## config.mk

```make
export PLATFORM = sky130hd
export DESIGN_NAME = cdb_arbiter
export DESIGN_NICKNAME = d
export VERILOG_FILES = /design/src/rtl/cdb_arbiter_pkg.sv /design/src/rtl/cdb_arbiter_rr.sv /design/src/rtl/cdb_arbiter.sv
export SDC_FILE = /design/constraint.sdc
export NUM_CORES = 1
export LEC_CHECK = 0
export ABC_CLOCK_PERIOD_IN_PS = 11500
export BUFFER_PORTS_ARGS = -buffer_cell sky130_fd_sc_hd__buf_2
export CORE_ASPECT_RATIO = 0.9
export CORE_UTILIZATION = 38
export DETAILED_ROUTE_END_ITERATION = 10
export HOLD_SLACK_MARGIN = 0.12
export PLACE_DENSITY = 0.69
export SLEW_MARGIN = 0
export SYNTH_ARGS = -nofsm -noshare
export SYNTH_HDL_FRONTEND = slang
export SYNTH_SLANG_ARGS = --single-unit
```

## constraint.sdc

```tcl
create_clock -name CLK -period 11.5 [get_ports CLK]
set_input_delay 1.725 -clock CLK [delete_from_list [all_inputs] [get_ports CLK]]
set_output_delay 1.725 -clock CLK [all_outputs]
set_load 0.02 [all_outputs]
```

## src/rtl/cdb_arbiter_pkg.sv

```systemverilog
// ============================================================================
// Module : cpu_types (package)
// Desc   : Shared CPU types: RS tags, CDB bundle, CDB sizing, RR helper.
// Rev    : 1.0 - initial release
// ============================================================================
`default_nettype none

package cpu_types;

    typedef enum logic [3:0] {
        INVALID = 4'd0,
        ALU_RS0, ALU_RS1, ALU_RS2, ALU_RS3,
        MUL_RS0, MUL_RS1, MUL_RS2,
        LD_RS0,  LD_RS1,  LD_RS2,
        ST_RS0,  ST_RS1,  ST_RS2,
        BR_RS0,  BR_RS1
    } RS_tag_type;

    localparam int CDB_NUM_FU = 4;
    localparam int CDB_XLEN   = 32;

    typedef struct packed {
        logic                valid;
        RS_tag_type          tag;
        logic [CDB_XLEN-1:0] val;
    } cdb_t;

    function automatic int unsigned rr_inc(input int unsigned idx, input int unsigned n);
        return (idx + 1 >= n) ? 0 : idx + 1;
    endfunction

endpackage

`default_nettype wire

```

## src/rtl/cdb_arbiter_rr.sv

```systemverilog
// ============================================================================
// Module : rr_arbiter
// Desc   : Combinational round-robin selector: first request at/after pointer.
// Rev    : 1.0 - initial release
// ============================================================================
`default_nettype none

module rr_arbiter #(
    parameter int N = 4
) (
    input  logic [N-1:0]         i_req,
    input  logic [$clog2(N)-1:0] i_ptr,
    output logic [N-1:0]         o_grant,
    output logic [$clog2(N)-1:0] o_idx,
    output logic                 o_any
);
    localparam int IW = $clog2(N);

    logic [IW:0]   w_sum;
    logic [IW-1:0] w_pos;

    always_comb begin
        o_grant = '0;
        o_idx   = '0;
        o_any   = 1'b0;
        w_sum   = '0;
        w_pos   = '0;
        for (int k = 0; k < N; k++) begin
            // One spare bit so the modulo wrap works for non-power-of-two N
            w_sum = {1'b0, i_ptr} + (IW+1)'(k);
            if (w_sum >= (IW+1)'(N)) begin
                w_sum = w_sum - (IW+1)'(N);
            end
            w_pos = w_sum[IW-1:0];
            if (!o_any && i_req[w_pos]) begin
                o_any          = 1'b1;
                o_grant[w_pos] = 1'b1;
                o_idx          = w_pos;
            end
        end
    end

endmodule

`default_nettype wire

```

## src/rtl/cdb_arbiter.sv

```systemverilog
// ============================================================================
// Module : cdb_arbiter
// Desc   : Per-FU result holding slots, round-robin grant onto registered CDB.
//          Optional same-cycle bypass into the CDB regs: define CDB_BYPASS_EN.
// Rev    : 1.0 - initial release
// ============================================================================
`default_nettype none

module cdb_arbiter
    import cpu_types::*;
#(
    parameter int NUM_FU = 4,
    parameter int XLEN   = 32
) (
    input  logic                           CLK,
    input  logic                           RST,
    input  logic       [NUM_FU-1:0]        FU_valid,
    input  RS_tag_type [NUM_FU-1:0]        FU_tag,
    input  logic       [NUM_FU-1:0][XLEN-1:0] FU_val,
    output logic       [NUM_FU-1:0]        FU_ready,
    output logic                           CDB_valid,
    output RS_tag_type                     CDB_tag,
    output logic       [XLEN-1:0]          CDB_val,
    output logic       [$clog2(NUM_FU)-1:0] CDB_src
);
    localparam int IW = $clog2(NUM_FU);

    logic       [NUM_FU-1:0]           r_hold_valid;
    RS_tag_type [NUM_FU-1:0]           r_hold_tag;
    logic       [NUM_FU-1:0][XLEN-1:0] r_hold_val;
    logic       [IW-1:0]               r_rr_ptr;
    logic                              r_cdb_valid;
    RS_tag_type                        r_cdb_tag;
    logic       [XLEN-1:0]             r_cdb_val;
    logic       [IW-1:0]               r_cdb_src;

    logic [NUM_FU-1:0] w_store;
    logic [NUM_FU-1:0] w_hold_grant;
    logic [IW-1:0]     w_hold_idx;
    logic              w_hold_any;
    logic [NUM_FU-1:0] w_byp_grant;
    logic [IW-1:0]     w_byp_idx;
    logic              w_byp_any;

    // INVALID-tagged results complete the handshake but are never kept
    always_comb begin
        w_store = '0;
        for (int i = 0; i < NUM_FU; i++) begin
            w_store[i] = FU_valid[i] & ~r_hold_valid[i] & (FU_tag[i] != INVALID);
        end
    end

    rr_arbiter #(.N(NUM_FU)) u_hold_arb (
        .i_req   (r_hold_valid),
        .i_ptr   (r_rr_ptr),
        .o_grant (w_hold_grant),
        .o_idx   (w_hold_idx),
        .o_any   (w_hold_any)
    );

`ifdef CDB_BYPASS_EN
    logic [NUM_FU-1:0] w_byp_grant_raw;
    logic              w_byp_req;

    rr_arbiter #(.N(NUM_FU)) u_byp_arb (
        .i_req   (w_store),
        .i_ptr   (r_rr_ptr),
        .o_grant (w_byp_grant_raw),
        .o_idx   (w_byp_idx),
        .o_any   (w_byp_req)
    );

    assign w_byp_any   = w_byp_req & ~w_hold_any;
    assign w_byp_grant = w_byp_any ? w_byp_grant_raw : '0;
`else
    assign w_byp_any   = 1'b0;
    assign w_byp_grant = '0;
    assign w_byp_idx   = '0;
`endif

    always_ff @(posedge CLK or posedge RST) begin
        if (RST) begin
            r_hold_valid <= '0;
            for (int i = 0; i < NUM_FU; i++) begin
                r_hold_tag[i] <= INVALID;
                r_hold_val[i] <= '0;
            end
            r_rr_ptr    <= '0;
            r_cdb_valid <= 1'b0;
            r_cdb_tag   <= INVALID;
            r_cdb_val   <= '0;
            r_cdb_src   <= '0;
        end else begin
            for (int i = 0; i < NUM_FU; i++) begin
                if (w_hold_grant[i]) begin
                    r_hold_valid[i] <= 1'b0;
                end else if (w_store[i] && !w_byp_grant[i]) begin
                    r_hold_valid[i] <= 1'b1;
                    r_hold_tag[i]   <= FU_tag[i];
                    r_hold_val[i]   <= FU_val[i];
                end
            end
            if (w_hold_any) begin
                r_cdb_valid <= 1'b1;
                r_cdb_tag   <= r_hold_tag[w_hold_idx];
                r_cdb_val   <= r_hold_val[w_hold_idx];
                r_cdb_src   <= w_hold_idx;
                r_rr_ptr    <= IW'(rr_inc(32'(w_hold_idx), 32'(NUM_FU)));
            end else if (w_byp_any) begin
                r_cdb_valid <= 1'b1;
                r_cdb_tag   <= FU_tag[w_byp_idx];
                r_cdb_val   <= FU_val[w_byp_idx];
                r_cdb_src   <= w_byp_idx;
                r_rr_ptr    <= IW'(rr_inc(32'(w_byp_idx), 32'(NUM_FU)));
            end else begin
                r_cdb_valid <= 1'b0;
                r_cdb_tag   <= INVALID;
                r_cdb_val   <= '0;
            end
        end
    end

    assign FU_ready  = ~r_hold_valid;
    assign CDB_valid = r_cdb_valid;
    assign CDB_tag   = r_cdb_tag;
    assign CDB_val   = r_cdb_val;
    assign CDB_src   = r_cdb_src;

endmodule

`default_nettype wire

```

==> qor.txt, run 1 <==
Num CTS Buffers -> 17
full die area -> 23700 µm²
final non-filler cell area -> 10400 µm²
num rows -> 52
Sw Share -> 38.6%
pre-CTS WS -> 7570 ps
Peak VDD IR -> 292 µV
GR Overflow Total -> 0
Final Skew -> 10.7 ps
Yosys top cell by area -> dfrtp_1
IO Port Bufs -> 192
Final Hold Viols -> 0
pwr dens -> 368 nW/µm²
Syn Area/Cell -> 16.1 µm²
Clock Sinks -> 189
Vias -> 5084
Worst Tran Pin Value -> 955 ps
HPWL Detailed -> 12500 µm
minimum clock period -> 3980 ps
worst-path fanout max -> 39
detailed-route DRC error count -> 0
Synth Warn # -> 0
core area -> 22600 µm²
unrepaired setup endpoints after global routing -> no
Switch Pwr -> 0.00148 W
Total GRT Usage -> 16.9%
Root Buffer -> clkbuf_16
relative slew slack -> 36.1%
clk_lat worst skew -> 420 ps
number of vias per cell -> 4.88
Arr. time, crit path -> 4300 ps
Max clock buf depth -> 2
initial antenna violation count -> 1
syn nets -> 701
fin. max-slew vios -> 0
cell area after synthesis -> 8770 µm²
# nets final -> 887
Die X-Extent -> 162 µm
post-synthesis cell count -> 545
Reg-to-Reg Start -> r_rr_ptr[0]
status -> finished, final reports clean
Startpoint Class -> register
vias in the first global route -> 5462
sequential-to-total area share from yosys stat -> 53.9%
crit path max-delay cell type -> nand2_2
post-DR wirelength/cell -> 18.3 µm
Detailed Route WL -> 19100 µm
top cells by area, synth -> dfrtp_1 (54%), mux2_4 (21%), mux2i_1 (8.3%)
global-route wire length before repair -> 30600 µm
CP Launch Point -> r_rr_ptr[0]
Post-DRT Antenna Nets -> 0
CTS Hold Bufs -> 0
Fin Hold WS -> 506 ps
CTS tree -> yes
Crit. End Element -> register
P&R area growth vs syn -> 18.4%
clock network power share -> 15.2%
Initial Util -> 38.9%
fraction of layout cells with a size suffix above 1 -> 52.8%
critical path cell sequence -> inv_1 -> ha_1 -> mux4_2 -> nor3_4 -> nand3_1 -> o21ai_4 -> buf_4 -> nand2_2 -> o22ai_1
largest net degree at the start of global routing -> 123
Req. time, crit path -> 11820 ps
FMAX -> 251 MHz
initial drt markers -> 239
Yosys reg bits -> 189
leakage power -> 5.22 nW
Post-CTS Setup Bufs -> 0
Clock Pin Slew Worst Setup and Hold Paths -> 80 ps
Routability Congestion -> 0.783
kind of critical path -> register to register
distinct cell type count after synthesis -> 33
worst hold start -> r_hold_tag[5]
Comb pwr share -> 52.8%
CP max stage delay -> 680 ps
total power -> 0.00383 W
final setup margin -> 7520 ps
Setup TNS -> 0 ps
First-pass DRT Iterations -> 4
Chip Height -> 146 µm
hold crit path type -> register to register
fin crit share -> 34.6%
# IOs -> 193
max-cap viol count -> 0
post-synth top area share -> 53.9%
P_int -> 0.00235 W
area post-placement -> 9810 µm²
CTS H-Tree Depth -> 4
CTS resizes -> 0
sequential power share -> 31.9%
final setup fails -> 0
-- sequential cells by signal (all words and copies together) (netlist names) --
name and cells:
r_hold_val 128, CDB_val 32, r_hold_tag 16, CDB_tag 4, r_hold_valid 4, CDB_src 2
r_rr_ptr 2, CDB_valid 1
-- cell families (layout without fill, tap and decap cells) --
kind of cell / after synthesis / after routing / synth area share, %
mux: 227 / 227 / 34.3
xor+xnor: 2 / 2 / 0.200
buf+inv: 37 / 236 / 4.38
fa+ha+maj: 6 / 6 / 0.856
compound gates: 58 / 58 / 4.22
flops: 189 / 189 / 53.9
simple gates: 26 / 26 / 2.20
other cells: 0 / 1 / 0
-- cell usage after synthesis --
master	count
a21oi_1	5
a22o_1	4
a31oi_1	1
and2_4	1
buf_12	12
buf_2	7
buf_4	7
buf_6	2
clkbuf_1	1
dfrtp_1	189
ha_1	6
inv_1	8
mux2_2	26
mux2_4	120
mux2i_1	73
mux2i_4	4
mux4_2	4
nand2_1	9
nand2_2	1
nand3_1	1
nand3_4	4
nor2_1	5
nor2b_1	2
nor2b_4	1
nor3_4	1
o211ai_1	1
o21ai_0	4
o21ai_1	2
o22ai_1	37
o41ai_1	4
or2b_1	1
xnor2_1	1
xor2_1	1
-- power by group through the flow --
stage,registers (W),logic (W),clock network [W]
after global routing,0.00126,0.00218,0.000629
after detailed placement,0.00123,0.00204,0
after global placement,0.00123,0.00201,0
final,0.00122,0.00202,0.000584
after CTS,0.00122,0.00205,0.000599
after floorplan,0.00126,0.00163,0
-- worst paths after layout --
check / to / depth (start not counted) / slack [ps]
max in group asynchronous: r_hold_val[11] / 3 / 8640
setup reg to reg: CDB_val[7] / 9 / 7520
hold reg to reg: r_hold_tag[5] / 1 / 510
setup / recovery: CDB_val[7] / 9 / 7520
min in group asynchronous: r_hold_val[69] / 2 / 1460
hold / removal: r_hold_tag[5] / 1 / 510
-- metrics by stage --
| step | utilization (%) | instances |
|---|---|---|
| 2_1_floorplan | - | 545 |
| 3_3_place_gp | 43.5 | 1009 |
| 3_5_place_dp | 43.5 | 1009 |
| 4_1_cts | 46.0 | 1041 |
| 5_1_grt | 46.0 | 1041 |
| 6_report | 46.0 | 1042 |
-- layer usage --
layer | vias to the layer above | wire (µm) | global-route usage, %
li1 | 2360 | - | -
met1 | 2596 | 9330 | 23.7
met2 | 121 | 8840 | 26.4
met3 | 7 | 829 | 4.40
met4 | 0 | 105 | 3.11
met5 | - | 0 | 0
-- critical path: cells and delay by family (launching register included) --
kind	cells	cell delay, ps
AOI/OAI and AO/OA	2	480
adders and majority gates	1	480
buffers and inverters	2	710
DFF	1	660
muxes	1	460
and+or+nand+nor	3	1060
-- cells in the final DEF, fill, tap and decap left out, types with 5 or more instances in the layout --
cell type / netlist / layout
buf_2: 7 / 192
dfrtp_1: 189 / 189
mux2_4: 120 / 120
mux2i_1: 73 / 73
o22ai_1: 37 / 37
mux2_2: 26 / 26
clkbuf_16: 0 / 17
nand2_1: 9 / 9
inv_1: 8 / 7
inv_8: 0 / 6
ha_1: 6 / 6
nor2_1: 5 / 5
a21oi_1: 5 / 5
-- cell type report --
cell class                      instances  area, µm²
Timing Repair Buffer                  196        991
Tap cell                              297        372
Multi-Input combinational cell        319       3680
Fill cell                            2015      12200
Clock buffer                           17        425
Antenna cell                            1       2.50
Clock inverter                         15        149
Inverter                                8       37.5
Sequential cell                       189       4730
No activity file was read; power rests on OpenSTA's default activity.
==> run 2: changes to the inputs <==
--- a/config.mk
+++ b/config.mk
@@ -5,7 +5,7 @@
 export SDC_FILE = /design/constraint.sdc
 export NUM_CORES = 1
 export LEC_CHECK = 0
-export ABC_CLOCK_PERIOD_IN_PS = 11500
+export ABC_CLOCK_PERIOD_IN_PS = 3680
 export BUFFER_PORTS_ARGS = -buffer_cell sky130_fd_sc_hd__buf_2
 export CORE_ASPECT_RATIO = 0.9
 export CORE_UTILIZATION = 38
==> constraint.sdc (replaced) <==
create_clock -name CLK -period 3.68 [get_ports CLK]
set_input_delay 0.552 -clock CLK [delete_from_list [all_inputs] [get_ports CLK]]
set_output_delay 0.552 -clock CLK [all_outputs]
set_load 0.02 [all_outputs]
==> qor.txt, run 2 (synthesized netlist as in run 1, its figures left out) <==
status -> finished, final reports clean (unchanged)
max FFs per register -> 128 (unchanged)
HPWL Detailed -> 13600 µm (was 12500 µm)
crit path max-delay cell type -> dfrtp_1 (was nand2_2)
post-DR wirelength/cell -> 18.9 µm (was 18.3 µm)
Reg-to-Reg Start -> r_rr_ptr[1] (was r_rr_ptr[0])
CTS resizes -> 0 (unchanged)
FMAX -> 328 MHz (was 251 MHz)
Clock Sinks -> 189 (unchanged)
initial antenna violation count -> 0 (was 1)
Root Buffer -> clkbuf_16 (unchanged)
Final Hold Viols -> 0 (unchanged)
core area -> 22600 µm² (unchanged)
vias in the first global route -> 5590 (was 5462)
Max clock buf depth -> 2 (unchanged)
Worst Tran Pin Value -> 1100 ps (was 955 ps)
First-pass DRT Iterations -> 5 (was 4)
Num CTS Buffers -> 17 (unchanged)
Crit. End Element -> register (unchanged)
Die X-Extent -> 162 µm (unchanged)
Total GRT Usage -> 17.6% (was 16.9%)
pwr dens -> 1160 nW/µm² (was 368 nW/µm²)
Routability Congestion -> 0.853 (was 0.783)
Arr. time, crit path -> 3360 ps (was 4300 ps)
Setup TNS -> 0 ps (unchanged)
Fin Hold WS -> 339 ps (was 506 ps)
relative slew slack -> 26.5% (was 36.1%)
worst-path fanout max -> 14 (was 39)
Post-CTS Setup Bufs -> 0 (unchanged)
minimum clock period -> 3040 ps (was 3980 ps)
GR Util met2 -> 27.5% (was 26.4%)
GR Overflow Total -> 0 (unchanged)
num rows -> 52 (unchanged)
# IOs -> 193 (unchanged)
grt met3 use -> 3.75% (was 4.40%)
Startpoint Class -> register (unchanged)
P&R area growth vs syn -> 21.2% (was 18.4%)
Initial Util -> 38.9% (unchanged)
CTS H-Tree Depth -> 4 (unchanged)
Peak VDD IR -> 721 µV (was 292 µV)
kind of critical path -> register to register (unchanged)
R2R Setup Slk -> 640 ps (was 7520 ps)
# nets final -> 899 (was 887)
number of vias per cell -> 4.94 (was 4.88)
largest net degree at the start of global routing -> 190 (was 123)
Detailed Route WL -> 19900 µm (was 19100 µm)
global-route wire length before repair -> 31500 µm (was 30600 µm)
clk_lat worst skew -> 440 ps (was 420 ps)
total power -> 0.0123 W (was 0.00383 W)
Top delay family on crit path -> multiplexers (was simple AND/OR/NAND/NOR gates)
initial drt markers -> 362 (was 239)
detailed-route DRC error count -> 0 (unchanged)
CTS Hold Bufs -> 0 (unchanged)
Chip Height -> 146 µm (unchanged)
commonest cells after routing, fill and taps aside -> buf_2 (192), dfrtp_1 (189), mux2_4 (120), mux2i_1 (73), o22ai_1 (37) (unchanged)
CP Buf/Inv Count -> 2 (unchanged)
Req. time, crit path -> 3990 ps (was 11820 ps)
Post-DRT Antenna Nets -> 0 (unchanged)
hold crit path type -> input pin to asynchronous set/reset pin (was register to register)
full die area -> 23700 µm² (unchanged)
Reg with most FFs -> r_hold_val (unchanged)
commonest non-fill, non-tap cell in the layout -> buf_2 (unchanged)
CP max stage delay -> 500 ps (was 680 ps)
fraction of layout cells with a size suffix above 1 -> 53.6% (was 52.8%)
Vias -> 5203 (was 5084)
n_diodes -> 0 (was 1)
IO Port Bufs -> 192 (unchanged)
fin crit share -> 82.7% (was 34.6%)
fin. max-slew vios -> 0 (unchanged)
Final Skew -> 12.5 ps (was 10.7 ps)
final setup fails -> 0 (unchanged)
Clock Pin Slew Worst Setup and Hold Paths -> 80 ps (about the same)
critical path cell sequence -> inv_1 -> ha_1 -> mux4_2 -> a22o_1 -> mux2i_4 -> nand3_4 -> buf_12 -> mux2_4 (was inv_1 -> ha_1 -> mux4_2 -> nor3_4 -> nand3_1 -> o21ai_4 -> buf_4 -> nand2_2 -> o22ai_1)
max-cap viol count -> 0 (unchanged)
gr busiest metal -> met2 (unchanged)
CP Launch Point -> r_rr_ptr[1] (was r_rr_ptr[0])
CTS tree -> yes (unchanged)
unrepaired setup endpoints after global routing -> no (unchanged)
M1 GR Usage -> 24.8% (was 23.7%)
leakage power -> 5.34 nW (was 5.22 nW)
[run 2: changes by cell type in the layout (fill, tap and decap cells not counted)]
cell and change:
bufinv_16 +1, buf_4 +3, diode_2 -1, clkinv_8 +3, inv_6 -1, clkinv_4 -2, inv_8 -1, buf_12 +9
[run 2: final cells by class]
type                            count  area (µm²)
Fill cell                        2001       11900
Sequential cell                   189        4730
Multi-Input combinational cell    319        3680
Timing Repair Buffer              208        1190
Clock buffer                       17         425
Tap cell                          297         372
Clock inverter                     15         194
Inverter                            8        33.8
[run 2: power by group]
group          internal (W)  total [W]  switching (W)  leakage, nW
Combinational       0.00339    0.00662        0.00323         2.80
Sequential          0.00322    0.00382       0.000591         2.24
Clock              0.000987    0.00191       0.000918        0.299
Total               0.00760     0.0123        0.00474         5.34
[run 2: through the flow]
stage	setup slack, ps	instance area [µm²]	utilization [%]	cells
after floorplan	694	8780	-	545
after global placement	720	10000	44.3	1021
after detailed placement	636	10000	44.3	1021
after CTS	617	10600	47.1	1053
after global routing	429	10600	47.1	1053
final	635	10600	47.1	1053
[run 2: routing by layer]
| metal | part of all wire, % | vias to the layer above | wire, µm |
|---|---|---|---|
| met1 | 47 | 2639 | 9470 |
| met3 | 4.5 | 15 | 906 |
| met5 | 0 | - | 0 |
| li1 | - | 2391 | - |
| met4 | 0.92 | 0 | 183 |
| met2 | 47 | 158 | 9370 |
[run 2: worst paths after layout]
check,end,depth (start not counted)
min reg2reg,r_hold_val[127],1
min in group CLK,r_hold_val[120],2
max,r_hold_val[106],8
max reg2reg,r_hold_val[106],8
max in group asynchronous,r_hold_val[54],3
min,CDB_val[31],3
[run 2: worst min-delay path, delay by kind of cell]
kind | cells | cell delay (ps)
buf+inv | 3 | 780
==> run 3: changes to the inputs <==
--- a/config.mk
+++ b/config.mk
@@ -5,7 +5,8 @@
 export SDC_FILE = /design/constraint.sdc
 export NUM_CORES = 1
 export LEC_CHECK = 0
-export ABC_CLOCK_PERIOD_IN_PS = 3680
+export ABC_AREA = 1
+export ABC_CLOCK_PERIOD_IN_PS = 3000
 export BUFFER_PORTS_ARGS = -buffer_cell sky130_fd_sc_hd__buf_2
 export CORE_ASPECT_RATIO = 0.9
 export CORE_UTILIZATION = 38
==> constraint.sdc (replaced) <==
create_clock -name CLK -period 3 [get_ports CLK]
set_input_delay 0.45 -clock CLK [delete_from_list [all_inputs] [get_ports CLK]]
set_output_delay 0.45 -clock CLK [all_outputs]
set_load 0.02 [all_outputs]
==> qor.txt, run 3 <==
most used cell, CP -> nand2_1
Reg with most FFs -> r_hold_val (unchanged)
syn nets -> 1229 (was 701)
First-pass DRT Iterations -> 5 (unchanged)
top cells by area, synth -> dfrtp_1 (54%), nand2_1 (13%), nand3_1 (7.0%) (was dfrtp_1 (54%), mux2_4 (21%), mux2i_1 (8.3%))
async set or reset register ratio after synthesis -> 100% (unchanged)
CTS Hold Bufs -> 0 (unchanged)
global-route wire length before repair -> 39000 µm (was 31500 µm)
most frequent cell after synthesis -> nand2_1 (was dfrtp_1)
# fillers -> 2276 (was 2001)
unrepaired setup endpoints after global routing -> no (unchanged)
Detailed Route WL -> 24600 µm (was 19900 µm)
Die X-Extent -> 162 µm (about the same)
critical path cell sequence -> inv_2 -> ha_1 -> inv_1 -> nand3_1 -> nand2_1 -> a21oi_1 -> nand2_1 -> nand3_4 -> inv_2 -> o21ai_1 -> nand2_1 (was inv_1 -> ha_1 -> mux4_2 -> a22o_1 -> mux2i_4 -> nand3_4 -> buf_12 -> mux2_4)
commonest cells after routing, fill and taps aside -> nand2_1 (294), buf_2 (192), dfrtp_1 (189), nand3_1 (122), inv_1 (116) (was buf_2 (192), dfrtp_1 (189), mux2_4 (120), mux2i_1 (73), o22ai_1 (37))
Top delay family on crit path -> simple AND/OR/NAND/NOR gates (was multiplexers)
num rows -> 52 (unchanged)
vias in the first global route -> 7276 (was 5590)
initial drt markers -> 638 (was 362)
final setup fails -> 0 (unchanged)
hold crit path type -> input pin to asynchronous set/reset pin (unchanged)
number of vias per cell -> 4.88 (was 4.94)
HPWL Detailed -> 17600 µm (was 13600 µm)
Fin Hold WS -> 175 ps (was 339 ps)
minimum clock period -> 2790 ps (was 3040 ps)
core area -> 22500 µm² (was 22600 µm²)
Startpoint Class -> register (unchanged)
CP max stage delay -> 520 ps (was 500 ps)
Num CTS Buffers -> 17 (unchanged)
Final Skew -> 12.6 ps (was 12.5 ps)
fin. max-slew vios -> 0 (unchanged)
FMAX -> 359 MHz (was 328 MHz)
CTS H-Tree Depth -> 4 (unchanged)
CTS resizes -> 0 (unchanged)
Total GRT Usage -> 21.5% (was 17.6%)
commonest non-fill, non-tap cell in the layout -> nand2_1 (was buf_2)
largest net degree at the start of global routing -> 102 (was 190)
post-synth top area share -> 54.1% (was 53.9%)
clk_lat worst skew -> 430 ps (was 440 ps)
post-synthesis cell count -> 1073 (was 545)
CP Buf/Inv Count -> 3 (was 2)
Synth Flop Type -> dfrtp_1 (unchanged)
cell area after synthesis -> 8740 µm² (was 8770 µm²)
Crit. End Element -> register (unchanged)
Yosys reg bits -> 189 (unchanged)
Vias -> 7587 (was 5203)
Chip Height -> 146 µm (about the same)
Syn Area/Cell -> 8.15 µm² (was 16.1 µm²)
fin crit share -> 92.9% (was 82.7%)
Post-CTS Setup Bufs -> 0 (unchanged)
distinct cell type count after synthesis -> 31 (was 33)
Setup TNS -> 0 ps (unchanged)
GR Overflow Total -> 0 (unchanged)
Req. time, crit path -> 3300 ps (was 3990 ps)
sequential-to-total area share from yosys stat -> 54.1% (was 53.9%)
Max clock buf depth -> 2 (unchanged)
Clock Pin Slew Worst Setup and Hold Paths -> 70 ps (was 80 ps)
CTS tree -> yes (unchanged)
kind of critical path -> register to register (unchanged)
post-DR wirelength/cell -> 15.8 µm (was 18.9 µm)
initial antenna violation count -> 1 (was 0)
full die area -> 23600 µm² (was 23700 µm²)
# IOs -> 193 (unchanged)
Final Hold Viols -> 0 (unchanged)
P&R area growth vs syn -> 21.9% (was 21.2%)
Worst Tran Pin Value -> 557 ps (was 1100 ps)
Yosys top cell by area -> dfrtp_1 (unchanged)
Routability Congestion -> 0.898 (was 0.853)
placed cells -> 1523 (was 1021)
Core Util, Final -> 47.3% (was 47.1%)
Clock Sinks -> 189 (unchanged)
status -> finished, final reports clean (unchanged)
max-cap viol count -> 0 (unchanged)
Post-DRT Antenna Nets -> 0 (unchanged)
IO Port Bufs -> 192 (unchanged)
synth cell count leaders -> nand2_1 (294), dfrtp_1 (189), nand3_1 (123), inv_1 (117), nor2_1 (85) (was dfrtp_1 (189), mux2_4 (120), mux2i_1 (73), o22ai_1 (37), mux2_2 (26))
worst-path fanout max -> 23 (was 14)
non-filler instance count after layout -> 1556 (was 1053)
Synth Warn # -> 0 (unchanged)
Root Buffer -> clkbuf_16 (unchanged)
max FFs per register -> 128 (unchanged)
# nets final -> 1401 (was 899)
fraction of layout cells with a size suffix above 1 -> 21.9% (was 53.6%)
relative slew slack -> 62.9% (was 26.5%)
crit path max-delay cell type -> dfrtp_1 (unchanged)
Arr. time, crit path -> 3090 ps (was 3360 ps)
Initial Util -> 38.8% (was 38.9%)
detailed-route DRC error count -> 0 (unchanged)
number of synthesized flops with an enable pin -> 0 (unchanged)
run 3: cell count changes in the layout (fill, tap and decap cells not counted), moves of 33 or more:
cell,change
a21oi_1,+65
inv_1,+109
mux2_4,-120
mux2i_1,-73
nand2_1,+285
nand3_1,+121
nor2_1,+80
o21ai_1,+33
o22ai_1,-35
run 3: final timing paths:
| path | from | end | slack [ps] | depth (start not counted) |
|---|---|---|---|---|
| hold reg to reg | r_hold_val[53] | r_hold_val[53] | 470 | 2 |
| min in group CLK | FU_val[89] | r_hold_val[89] | 250 | 3 |
| setup / recovery | r_rr_ptr[0] | CDB_val[13] | 210 | 11 |
| max in group asynchronous | RST | CDB_valid | 2350 | 3 |
| setup reg to reg | r_rr_ptr[0] | CDB_val[13] | 210 | 11 |
| hold / removal | RST | CDB_tag[2] | 170 | 3 |
run 3: worst reg2reg max path: cells and delay by family (launching register included):
family          cells  cell delay (ps)
simple gates        5              710
compound gates      2              570
flops               1              520
buf+inv             3              460
fa+ha+maj           1              410
run 3: through the flow:
stage	cell area, µm²	worst slack [ps]
floorplan	8750	116
detailed placement	10000	312
CTS	10700	297
global placement	10000	427
global route	10700	73.0
finish	10700	214
run 3: logic make-up (layout without fill, tap and decap cells):
| family | count (synthesis) | in the layout | share of synthesized area (%) |
|---|---|---|---|
| fa+ha+maj | 6 | 6 | 0.858 |
| other cells | 0 | 1 | 0 |
| buf+inv | 183 | 368 | 8.91 |
| simple gates | 562 | 562 | 28.1 |
| flops | 189 | 189 | 54.1 |
| compound gates | 133 | 133 | 8.03 |
run 3: area by class of cell:
class	count	area [µm²]	share of cell area [%]
flip-flops and latches	189	4730	44.4
multi-input cells	701	3270	30.7
repair buffers	214	1200	11.3
inverters	122	464	4.36
clock buffers	20	457	4.29
well taps	297	372	3.49
clock inverters	12	156	1.47
diodes	1	2.50	0.0235
run 3: routing by layer:
layer	global-route usage, %	share of wire, %
met1	32.7	49
met5	0	0
met3	3.62	6.6
met4	9.01	3.1
met2	30.0	41
Power of run 3 is left out: the tool's default activity adds up to more than one toggle a clock period on the data nets, which glitch-free logic cannot reach.
